## src/rtl/to_upper_if.sv

```systemverilog
// Byte-stream bus for to_upper: legacy bit-level byte ports plus valid/flag/counter.
interface to_upper_if #(
  parameter int unsigned CNT_W = 16
);
  logic             in_valid;
  logic             A0, A1, A2, A3, A4, A5, A6, A7;
  logic             clr_count;
  logic             out_valid;
  logic             B0, B1, B2, B3, B4, B5, B6, B7;
  logic             converted;
  logic [CNT_W-1:0] conv_count;

  // Byte source / result consumer side
  modport master (
    output in_valid, A0, A1, A2, A3, A4, A5, A6, A7, clr_count,
    input  out_valid, B0, B1, B2, B3, B4, B5, B6, B7, converted, conv_count
  );

  // Converter side
  modport slave (
    input  in_valid, A0, A1, A2, A3, A4, A5, A6, A7, clr_count,
    output out_valid, B0, B1, B2, B3, B4, B5, B6, B7, converted, conv_count
  );
endinterface

```

## src/rtl/to_upper.sv

```systemverilog
// Registered ASCII lowercase-to-uppercase converter with one-cycle latency,
// per-byte converted flag and a saturating conversion counter.
// Optional macro TO_UPPER_LATIN1_EN: also converts ISO-8859-1 lowercase
// letters 0xE0..0xFE (except 0xF7).
module to_upper #(
  parameter int unsigned CNT_W = 16
) (
  input  logic        clk,
  input  logic        rst_n,
  to_upper_if.slave   bus
);

  localparam int unsigned BYTE_W = 8;

  logic [BYTE_W-1:0] a_c;
  logic [BYTE_W-1:0] f_c;
  logic              hit_c;

  logic [BYTE_W-1:0] byte_q, byte_d;
  logic              valid_q, valid_d;
  logic              conv_q, conv_d;
  logic [CNT_W-1:0]  cnt_q, cnt_d;

  // Reassemble the legacy bit ports into a byte
  assign a_c = {bus.A7, bus.A6, bus.A5, bus.A4, bus.A3, bus.A2, bus.A1, bus.A0};

  // Conversion function: clear bit 5 for lowercase letters
  always_comb begin
    hit_c = (a_c >= 8'h61) && (a_c <= 8'h7A);
`ifdef TO_UPPER_LATIN1_EN
    hit_c = hit_c || ((a_c >= 8'hE0) && (a_c <= 8'hFE) && (a_c != 8'hF7));
`else
    hit_c = hit_c && !a_c[7];
`endif
    f_c = hit_c ? (a_c & 8'hDF) : a_c;
  end

  // Next-state: capture on valid, B holds when idle, clear beats increment
  always_comb begin
    byte_d  = byte_q;
    valid_d = bus.in_valid;
    conv_d  = 1'b0;
    cnt_d   = cnt_q;
    if (bus.in_valid) begin
      byte_d = f_c;
      conv_d = hit_c;
    end
    if (bus.clr_count) begin
      cnt_d = '0;
    end else if (bus.in_valid && hit_c && (cnt_q != {CNT_W{1'b1}})) begin
      cnt_d = cnt_q + CNT_W'(1);
    end
  end

  // State registers
  always_ff @(posedge clk or negedge rst_n) begin
    if (!rst_n) begin
      byte_q  <= '0;
      valid_q <= 1'b0;
      conv_q  <= 1'b0;
      cnt_q   <= '0;
    end else begin
      byte_q  <= byte_d;
      valid_q <= valid_d;
      conv_q  <= conv_d;
      cnt_q   <= cnt_d;
    end
  end

  assign bus.out_valid  = valid_q;
  assign bus.converted  = conv_q;
  assign bus.conv_count = cnt_q;
  assign bus.B0 = byte_q[0];
  assign bus.B1 = byte_q[1];
  assign bus.B2 = byte_q[2];
  assign bus.B3 = byte_q[3];
  assign bus.B4 = byte_q[4];
  assign bus.B5 = byte_q[5];
  assign bus.B6 = byte_q[6];
  assign bus.B7 = byte_q[7];

endmodule

```

## src/flat_wrapper.sv

```systemverilog
// flat-port wrapper written by rule: the top's interface ports become plain ports
module to_upper_flat 
#(
  parameter int unsigned CNT_W = 16
)
  (clk, rst_n, bus_in_valid, bus_A0, bus_A1, bus_A2, bus_A3, bus_A4, bus_A5, bus_A6, bus_A7, bus_clr_count, bus_out_valid, bus_B0, bus_B1, bus_B2, bus_B3, bus_B4, bus_B5, bus_B6, bus_B7, bus_converted, bus_conv_count);
  to_upper_if #(.CNT_W(CNT_W)) bus_i ();
  input  logic clk;
  input  logic rst_n;
  input wire logic [$bits(bus_i.in_valid)-1:0] bus_in_valid;
  input wire logic [$bits(bus_i.A0)-1:0] bus_A0;
  input wire logic [$bits(bus_i.A1)-1:0] bus_A1;
  input wire logic [$bits(bus_i.A2)-1:0] bus_A2;
  input wire logic [$bits(bus_i.A3)-1:0] bus_A3;
  input wire logic [$bits(bus_i.A4)-1:0] bus_A4;
  input wire logic [$bits(bus_i.A5)-1:0] bus_A5;
  input wire logic [$bits(bus_i.A6)-1:0] bus_A6;
  input wire logic [$bits(bus_i.A7)-1:0] bus_A7;
  input wire logic [$bits(bus_i.clr_count)-1:0] bus_clr_count;
  output wire logic [$bits(bus_i.out_valid)-1:0] bus_out_valid;
  output wire logic [$bits(bus_i.B0)-1:0] bus_B0;
  output wire logic [$bits(bus_i.B1)-1:0] bus_B1;
  output wire logic [$bits(bus_i.B2)-1:0] bus_B2;
  output wire logic [$bits(bus_i.B3)-1:0] bus_B3;
  output wire logic [$bits(bus_i.B4)-1:0] bus_B4;
  output wire logic [$bits(bus_i.B5)-1:0] bus_B5;
  output wire logic [$bits(bus_i.B6)-1:0] bus_B6;
  output wire logic [$bits(bus_i.B7)-1:0] bus_B7;
  output wire logic [$bits(bus_i.converted)-1:0] bus_converted;
  output wire logic [$bits(bus_i.conv_count)-1:0] bus_conv_count;
  assign bus_i.in_valid = bus_in_valid;
  assign bus_i.A0 = bus_A0;
  assign bus_i.A1 = bus_A1;
  assign bus_i.A2 = bus_A2;
  assign bus_i.A3 = bus_A3;
  assign bus_i.A4 = bus_A4;
  assign bus_i.A5 = bus_A5;
  assign bus_i.A6 = bus_A6;
  assign bus_i.A7 = bus_A7;
  assign bus_i.clr_count = bus_clr_count;
  assign bus_out_valid = bus_i.out_valid;
  assign bus_B0 = bus_i.B0;
  assign bus_B1 = bus_i.B1;
  assign bus_B2 = bus_i.B2;
  assign bus_B3 = bus_i.B3;
  assign bus_B4 = bus_i.B4;
  assign bus_B5 = bus_i.B5;
  assign bus_B6 = bus_i.B6;
  assign bus_B7 = bus_i.B7;
  assign bus_converted = bus_i.converted;
  assign bus_conv_count = bus_i.conv_count;
  to_upper #(.CNT_W(CNT_W)) u_core (.clk(clk), .rst_n(rst_n), .bus(bus_i));
endmodule
```

## config.mk

```make
export PLATFORM = sky130hd
export DESIGN_NAME = to_upper_flat
export DESIGN_NICKNAME = d
export VERILOG_FILES = /design/src/rtl/to_upper_if.sv /design/src/rtl/to_upper.sv /design/src/flat_wrapper.sv
export SDC_FILE = /design/constraint.sdc
export NUM_CORES = 1
export LEC_CHECK = 0
export CAP_MARGIN = 20
export CORE_MARGIN = 2
export CORE_UTILIZATION = 42
export CTS_CLUSTER_SIZE = 25
export DETAILED_ROUTE_END_ITERATION = 8
export PLACE_DENSITY = 0.74
export SKIP_LAST_GASP = 1
export SYNTH_ARGS = -nofsm -noshare
export SYNTH_HDL_FRONTEND = slang
export SYNTH_SLANG_ARGS = --single-unit
```

## constraint.sdc

```tcl
create_clock -name clk -period 1.9 [get_ports clk]
set_input_delay 0.19 -clock clk [delete_from_list [all_inputs] [get_ports clk]]
set_output_delay 0.19 -clock clk [all_outputs]
set_load 0.02 [all_outputs]
```

; ---- Word level (Yosys, flattened, before mapping)
; Cells that the tools add are included.
[totals]
register_bits = 26
[op_classes]
n_reduce_logical = 6
order_cmp = 2
mux = 4
n_eq_ne = 1
addsub = 1
[op_table]
columns = operator, count
row1 = 16-bit two-way mux, 2
row2 = 16-bit by 1-bit adder with 16-bit output (second input constant), 1
row3 = 16-bit inequality test (second input constant), 1
row4 = 8-bit by 7-bit >= comparator with 1-bit output (second input constant), 1
row5 = 8-bit by 7-bit less-or-equal comparator with 1-bit output (second input constant), 1
row6 = 6-bit two-way mux, 1
row7 = 1-bit logical AND, 4
row8 = 2-bit nonzero test, 1
row9 = 1-bit logical NOT, 1
row10 = 1-bit two-way mux, 1

; ---- Depth between registers and ports, before layout
; Gate-level depths: netlist of the first run.
[logic_depth]
word_depth = 7
depth_mapped = 7

; ---- Least setup slack after synthesis of the first run
; OpenSTA, ideal clock, no wires.
[synth_path]
path_kind = flip-flop to flip-flop
start = reg u_core.cnt_q[0], in the netlist u_core.bus.conv_count[0]
end = reg u_core.cnt_q[13], in the netlist u_core.bus.conv_count[13]
arrival_time_ns = 1.974
period_less_slack_ns = 2.051
path_stages_with_launch = 8
path_slack_ns = -0.151
path_buffers = 1
cell_sequence = dfrtp_1 ha_1 nand3_1 nor4_1 or3_1 clkbuf_2 or4_1 a21oi_1
[synth_via]
elab_chain_len = 3
word_cells_on_any_way = 6
[synth_lines]
columns = item, line_no
row1 = start: declaration, to_upper.sv:22  ; logic [CNT_W-1:0] cnt_q, cnt_d;
row2 = start signal: assignment, to_upper.sv:66  ; cnt_q <= cnt_d;
row3 = 16-bit by 1-bit adder with 16-bit output or 16-bit inequality test (tied branches), "to_upper.sv:51, to_upper.sv:50"
row4 = 16-bit two-way mux or 1-bit logical AND (tied branches), to_upper.sv:50  ; end else if (bus.in_valid && hit_c && (cnt_q != {CNT_W{1'b1}})) begin
row5 = 16-bit two-way mux or 2-bit nonzero test (tied branches), --
; Parallel ways exist; a longest one is shown, timed or not. The select of a mux whose other input is x is not followed.
; A chain may end at the register's enable or synchronous reset.

; ---- Worst setup path in the final report of the first run
[layout_path]
start = reg u_core.cnt_q[1], in the netlist u_core.bus.conv_count[1]
end = reg u_core.cnt_q[13], in the netlist u_core.bus.conv_count[13]
; The elaborated chain is that of the path after synthesis.

==> results of run 1 <==
cells in the final DEF, fill, tap and decap left out, types with 2 or more instances in the layout:
cell,Yosys,routed
clkdlybuf4s50_1,0,37
dfrtp_1,26,24
buf_4,0,22
nor2_1,11,11
mux2_2,11,11
nand2_1,9,9
nand4_1,7,7
a21oi_1,8,7
and4_1,4,4
nor3_1,4,4
nor2b_1,4,4
o31ai_1,3,3
clkbuf_4,0,3
a21oi_2,1,2
or2_2,2,2
nor4_1,3,2
or3_1,2,2
o21ai_0,2,2
a31o_2,2,2
mux2i_1,2,2
or4_1,2,2
and3_1,2,2
dfrtp_2,0,2
cell type report:
cell class	instances	area (sq um)
inverters	1	3.75
multi-input cells	95	712
flip-flops and latches	26	653
well taps	44	55.1
clock inverters	1	30.0
fillers	252	1040
clock buffers	3	22.5
repair buffers	59	536
timing repair:
| item | 4_1_cts | 5_1_grt |
|---|---|---|
| gates resized for setup | 0 | 4 |
| setup buffers | 0 | 2 |
| endpoints found under the setup margin | 0 | 10 |
sequential cells by signal, summed over array words and instances, names as in the netlist:
signal and cells:
u_core.bus.converted 1, u_core.byte_q 8, u_core.bus.conv_count 16, u_core.bus.out_valid 1
worst paths after layout:
check                                                 end  slack (ns)  cells past startpoint
min in group clk                         u_core.byte_q[7]        0.49                      2
worst max register to register  u_core.bus.conv_count[13]        0.06                      6
worst max-delay path            u_core.bus.conv_count[13]        0.06                      6
worst min-delay path            u_core.bus.conv_count[11]        0.21                      2
worst min register to register           u_core.byte_q[2]        0.53                      1
max in group asynchronous        u_core.bus.conv_count[0]        1.40                      2
metrics by stage:
step	power [mW]	setup TNS [ns]	worst slack [ns]	hold slack, ns	utilization
global route	1.19	-0.221	-0.0457	0.236	0.659
CTS	1.15	0	0.0409	0.229	0.647
floorplan	0.666	0	0.00637	-0.106	-
finish	1.14	0	0.0605	0.210	0.659
detailed placement	0.762	-3.15	-0.268	0.497	0.630
global placement	0.760	-2.50	-0.229	0.496	0.630
worst max-delay path, cell delays in order (launching register included):
cell	delay (ns)
dfrtp_2	0.45
ha_4	0.17
nand3_2	0.10
nor4_1	0.07
or3_1	0.38
or4_1	0.48
a21oi_1	0.13
power by group through the flow:
| stage | clock [mW] | combinational (mW) | sequential [mW] |
|---|---|---|---|
| final | 0.383 | 0.169 | 0.583 |
| after global routing | 0.418 | 0.183 | 0.586 |
| after CTS | 0.393 | 0.170 | 0.583 |
| after detailed placement | 0 | 0.169 | 0.593 |
| after global placement | 0 | 0.166 | 0.593 |
| after floorplan | 0 | 0.0467 | 0.619 |
logic make-up (layout without fill, tap and decap cells):
kind of cell | count (synthesis) | in the layout | share of synthesized area
AO/OA/AOI/OAI | 20 | 20 | 0.107
XOR/XNOR | 1 | 1 | 0.00645
adder cells (fa/ha/maj) | 1 | 1 | 0.00922
buffers and inverters | 5 | 64 | 0.0258
flip-flops | 26 | 26 | 0.479
multiplexers | 13 | 13 | 0.106
AND/OR/NAND/NOR | 60 | 60 | 0.266
routing by layer:
metal / GRT usage / up-vias / wire length [um]
met5: 0 / - / 0
met4: 0.0683 / 0 / 34
met1: 0.244 / 583 / 1400
li1: - / 589 / -
met2: 0.349 / 39 / 1700
met3: 0.0341 / 6 / 142
==> results.toml, run 1 <==
[logic_synthesis]
synthArstFlopShare = 1.00
synth.cell_area_sq_um = 1360
synth-seq-cells = 26
syn_inst = 126
ys.flop_type = "dfrtp_1"
yosysMostFrequentCell = "dfrtp_1"
synth-edff-count = 0
synth.area.top_cells = "dfrtp_1 (48%), mux2_2 (9.1%), nand4_1 (3.2%)"
synth_seq_area_share = 0.479
syn-num-nets = 139
ys_warn_count = 0
yosysUniqueCellTypes = 38
synth_top_area_share = 0.479
yosys.area.top_type = "dfrtp_1"
synth_commonest_cells = "dfrtp_1 (26), mux2_2 (11), nor2_1 (11)"
avgSynthCellArea_sq_um = 10.8

[floorplanning]
start_util = 0.445
pin_count = 38
core_sq_um = 3050
die_height_um = 60.9
rows = 20
die_width_um = 60.9
die_area_sq_um = 3700

[timing]
drv_slew = 0
rsz0062_at_grt = "yes"
fmax_mhz = 544
min_period_ns = 1.84
finalCritPeriodShare = 0.968
worst_pin_slew_ns = 0.404
timing.max_slew.rel_slack = 0.728
skew_ns = 0.0123
setup_viol_count_final = 0
final-hold-violation-count = 0

[global_routing]
gr-total-overflow = 0
grt_first_pass_wirelength_um = 5550
track_usage = 0.198
grt_antenna_before_repair = 0
grt_max_degree = 27
grt_pass1_vias = 1234

[clocking]
insertion_delay_ns = 0.33
cts.clk_slew.worst_paths_ns = 0.15
cts_tree = "built"
cts_buffers = 3
h-tree-depth = 1
clk_path_buf_depth = 2
cts-root-buf = "clkbuf_4"
holdBufCountCts = 0
cts.sinks = 26

[cells_and_area]
final_cells = 229
nets = 199
drive_gt1_frac = 0.303
final_cell_area_sq_um = 2010
syn_to_final_growth_pct = 48.2
diodes = 0

[power]
p_int_mw = 0.873
switching_share = 0.231
clockPowerShare = 0.337
p_leak_nw = 0.807
comb_power_share = 0.149
p_switching_mw = 0.262
vdd_drop_max_mv = 0.412
power_frac_seq = 0.514
cellPowerDensity_nw_per_um2 = 564

[setup_path]
crit_fanout = 4
timing.rr.start = "u_core.bus.conv_count[1]"
setup.worst_path.start = "u_core.bus.conv_count[1]"
cp-start-kind = "flop"
worstPathArrival_ns = 2.11
required_ns = 2.17
path_class = "reg2reg"
cp-end-kind = "flop"

[routing]
ant_nets = 0
drt_iter0_drc = 49
drc = 0
via_count = 1217
wire_per_inst_um = 14.3
dr.pass1.iters = 4
routed_wl_um = 3280
routed_via_density = 5.31

[worst_hold_path]
hold_path_class = "in2async"

[placement]
gp_congestion = 0.862
placedInstanceArea_sq_um = 1920
dp.cells = 223
dp_hpwl_um = 2440
portBuffers = 37

[job]
drv_cap = 0

[run_status]
run_status = "finished clean"
Power figures use the tool's default switching activity.
==> inputs of run 2 (changes only) <==
--- a/config.mk
+++ b/config.mk
@@ -12,6 +12,7 @@
 export DETAILED_ROUTE_END_ITERATION = 8
 export PLACE_DENSITY = 0.74
 export SKIP_LAST_GASP = 1
+export SLEW_MARGIN = 15
 export SYNTH_ARGS = -nofsm -noshare
 export SYNTH_HDL_FRONTEND = slang
 export SYNTH_SLANG_ARGS = --single-unit
==> constraint.sdc (replaced) <==
create_clock -name clk -period 1.9 [get_ports clk]
set_input_delay 0.19 -clock clk [delete_from_list [all_inputs] [get_ports clk]]
set_output_delay 0.19 -clock clk [all_outputs]
set_load 0.05 [all_outputs]
==> run 2 against run 1 <==
Net effect:
- count of clock-buffer cells in the layout rose by 1
- clock power fell by 25%
- flip-flop and latch count did not move
- critical path depth fell by 1
- power fell by 4.1%
- non-clock buffer count fell by 6
- worst setup slack got worse by 0.041 ns
- register-to-register slack got worse by 0.04 ns
- final area fell by 1.1%
- final cell count fell by 2.6%
- global-route usage fell by 1.2 points
==> results.toml, run 2 (synthesis gave the netlist of run 1 again) <==
[run_status]
run_status = "finished clean"

[setup_path]
timing.rr.start = "u_core.bus.conv_count[1]"
crit_fanout = 5
path_class = "reg2reg"
reg2reg_depth = 5
cp-start-kind = "flop"
setup.worst_path.start = "u_core.bus.conv_count[1]"
worstPathArrival_ns = 2.09
cp-end-kind = "flop"
required_ns = 2.11

[placement]
dp_hpwl_um = 2470
gp_congestion = 0.920
dp.cells = 218
portBuffers = 37

[timing]
worst_pin_slew_ns = 0.520
final-hold-violation-count = 0
skew_ns = 0.00317
timing.max_slew.rel_slack = 0.652
min_period_ns = 1.88
drv_slew = 0
finalCritPeriodShare = 0.990
rsz0062_at_grt = "yes"
fmax_mhz = 532
setup_viol_count_final = 0

[power]
comb_power_share = 0.199
switching_share = 0.286
p_int_mw = 0.777
cellPowerDensity_nw_per_um2 = 547
p_leak_nw = 0.785
clockPowerShare = 0.265
vdd_drop_max_mv = 0.376
p_switching_mw = 0.311
power_frac_seq = 0.536

[cells_and_area]
diodes = 0
fin_util = 0.652
largest_reg_flops = 16
mostFrequentLayoutCells = "clkdlybuf4s50_1 (35), buf_4 (16), dfrtp_2 (15)"
final_cells = 223
syn_to_final_growth_pct = 46.6
nets = 193
drive_gt1_frac = 0.374
final_common_cell = "clkdlybuf4s50_1"
fillerInstances = 267

[job]
drv_cap = 0

[routing]
via_count = 1224
wire_per_inst_um = 14.8
routed_wl_um = 3310
routed_via_density = 5.49
ant_nets = 0
drt_iter0_drc = 52
dr.pass1.iters = 4
drc = 0

[clocking]
clk_path_buf_depth = 2
cts.clk_slew.worst_paths_ns = 0.15
cts.sinks = 26
cts_tree = "built"
cts_buffers = 3
cts-root-buf = "clkbuf_4"
insertion_delay_ns = 0.32
h-tree-depth = 1

[global_routing]
grt_max_degree = 27
grt_first_pass_wirelength_um = 5220
grt_antenna_before_repair = 0
grt_pass1_vias = 1172
gr-total-overflow = 0
track_usage = 0.187

[floorplanning]
die_width_um = 60.9
pin_count = 38
die_area_sq_um = 3700
die_height_um = 60.9
start_util = 0.445
core_sq_um = 3050
rows = 20

[worst_hold_path]
hold_path_class = "in2async"
run 2: final timing paths:
path	end	slack, ns
hold reg to reg	u_core.byte_q[2]	0.53
setup reg to reg	u_core.bus.conv_count[14]	0.02
max in group asynchronous	u_core.bus.conv_count[11]	1.40
setup / recovery	u_core.bus.conv_count[14]	0.02
min in group clk	u_core.byte_q[7]	0.49
hold / removal	u_core.bus.conv_count[7]	0.21
run 2: through the flow:
stage | total power, mW | instance area [sq um] | setup TNS, ns | hold slack [ns] | setup WS, ns
final | 1.09 | 1990 | 0 | 0.211 | 0.0193
after global routing | 1.13 | 1990 | -0.0644 | 0.226 | -0.0307
after CTS | 1.10 | 1950 | 0 | 0.221 | 0.00660
after detailed placement | 0.810 | 1920 | -3.05 | 0.497 | -0.288
after global placement | 0.807 | 1920 | -2.24 | 0.493 | -0.214
after floorplan | 0.711 | 1410 | -0.144 | -0.106 | -0.0534
run 2: metal layers:
layer  vias up  GRT usage  routed length (um)  part of all wire
li1        582          -                   -                 -
met1       599      0.243                1450              0.44
met2        41      0.310                1660              0.50
met3         2     0.0384                 179             0.054
met4         0     0.0621                  19            0.0057
met5         -          0                   0                 0
run 2: worst max-delay path: stages, from the launching register on:
cell     delay (ns)
dfrtp_2        0.45
ha_4           0.17
nand3_4        0.11
or3_2          0.50
nor4_1         0.44
nor3_1         0.09
run 2: power by group through the flow:
stage	Clock [mW]	Combinational, mW	Sequential, mW
finish	0.289	0.217	0.584
global route	0.315	0.229	0.587
CTS	0.299	0.218	0.584
detailed placement	0	0.217	0.594
global placement	0	0.214	0.593
floorplan	0	0.0468	0.664
run 2: area by class of cell:
type | count | area (sq um) | area share
Clock buffer | 4 | 36.3 | 0.0182
Timing Repair Buffer | 53 | 495 | 0.249
Tap cell | 44 | 55.1 | 0.0277
Multi-Input combinational cell | 95 | 731 | 0.367
Sequential cell | 26 | 669 | 0.336
Inverter | 1 | 3.75 | 0.00189
run 2: timing repair:
item,4_1_cts,5_1_grt
resized for setup,0,8
hold buffers,0,0
setup buffers,0,1
setup endpoints to repair,0,8
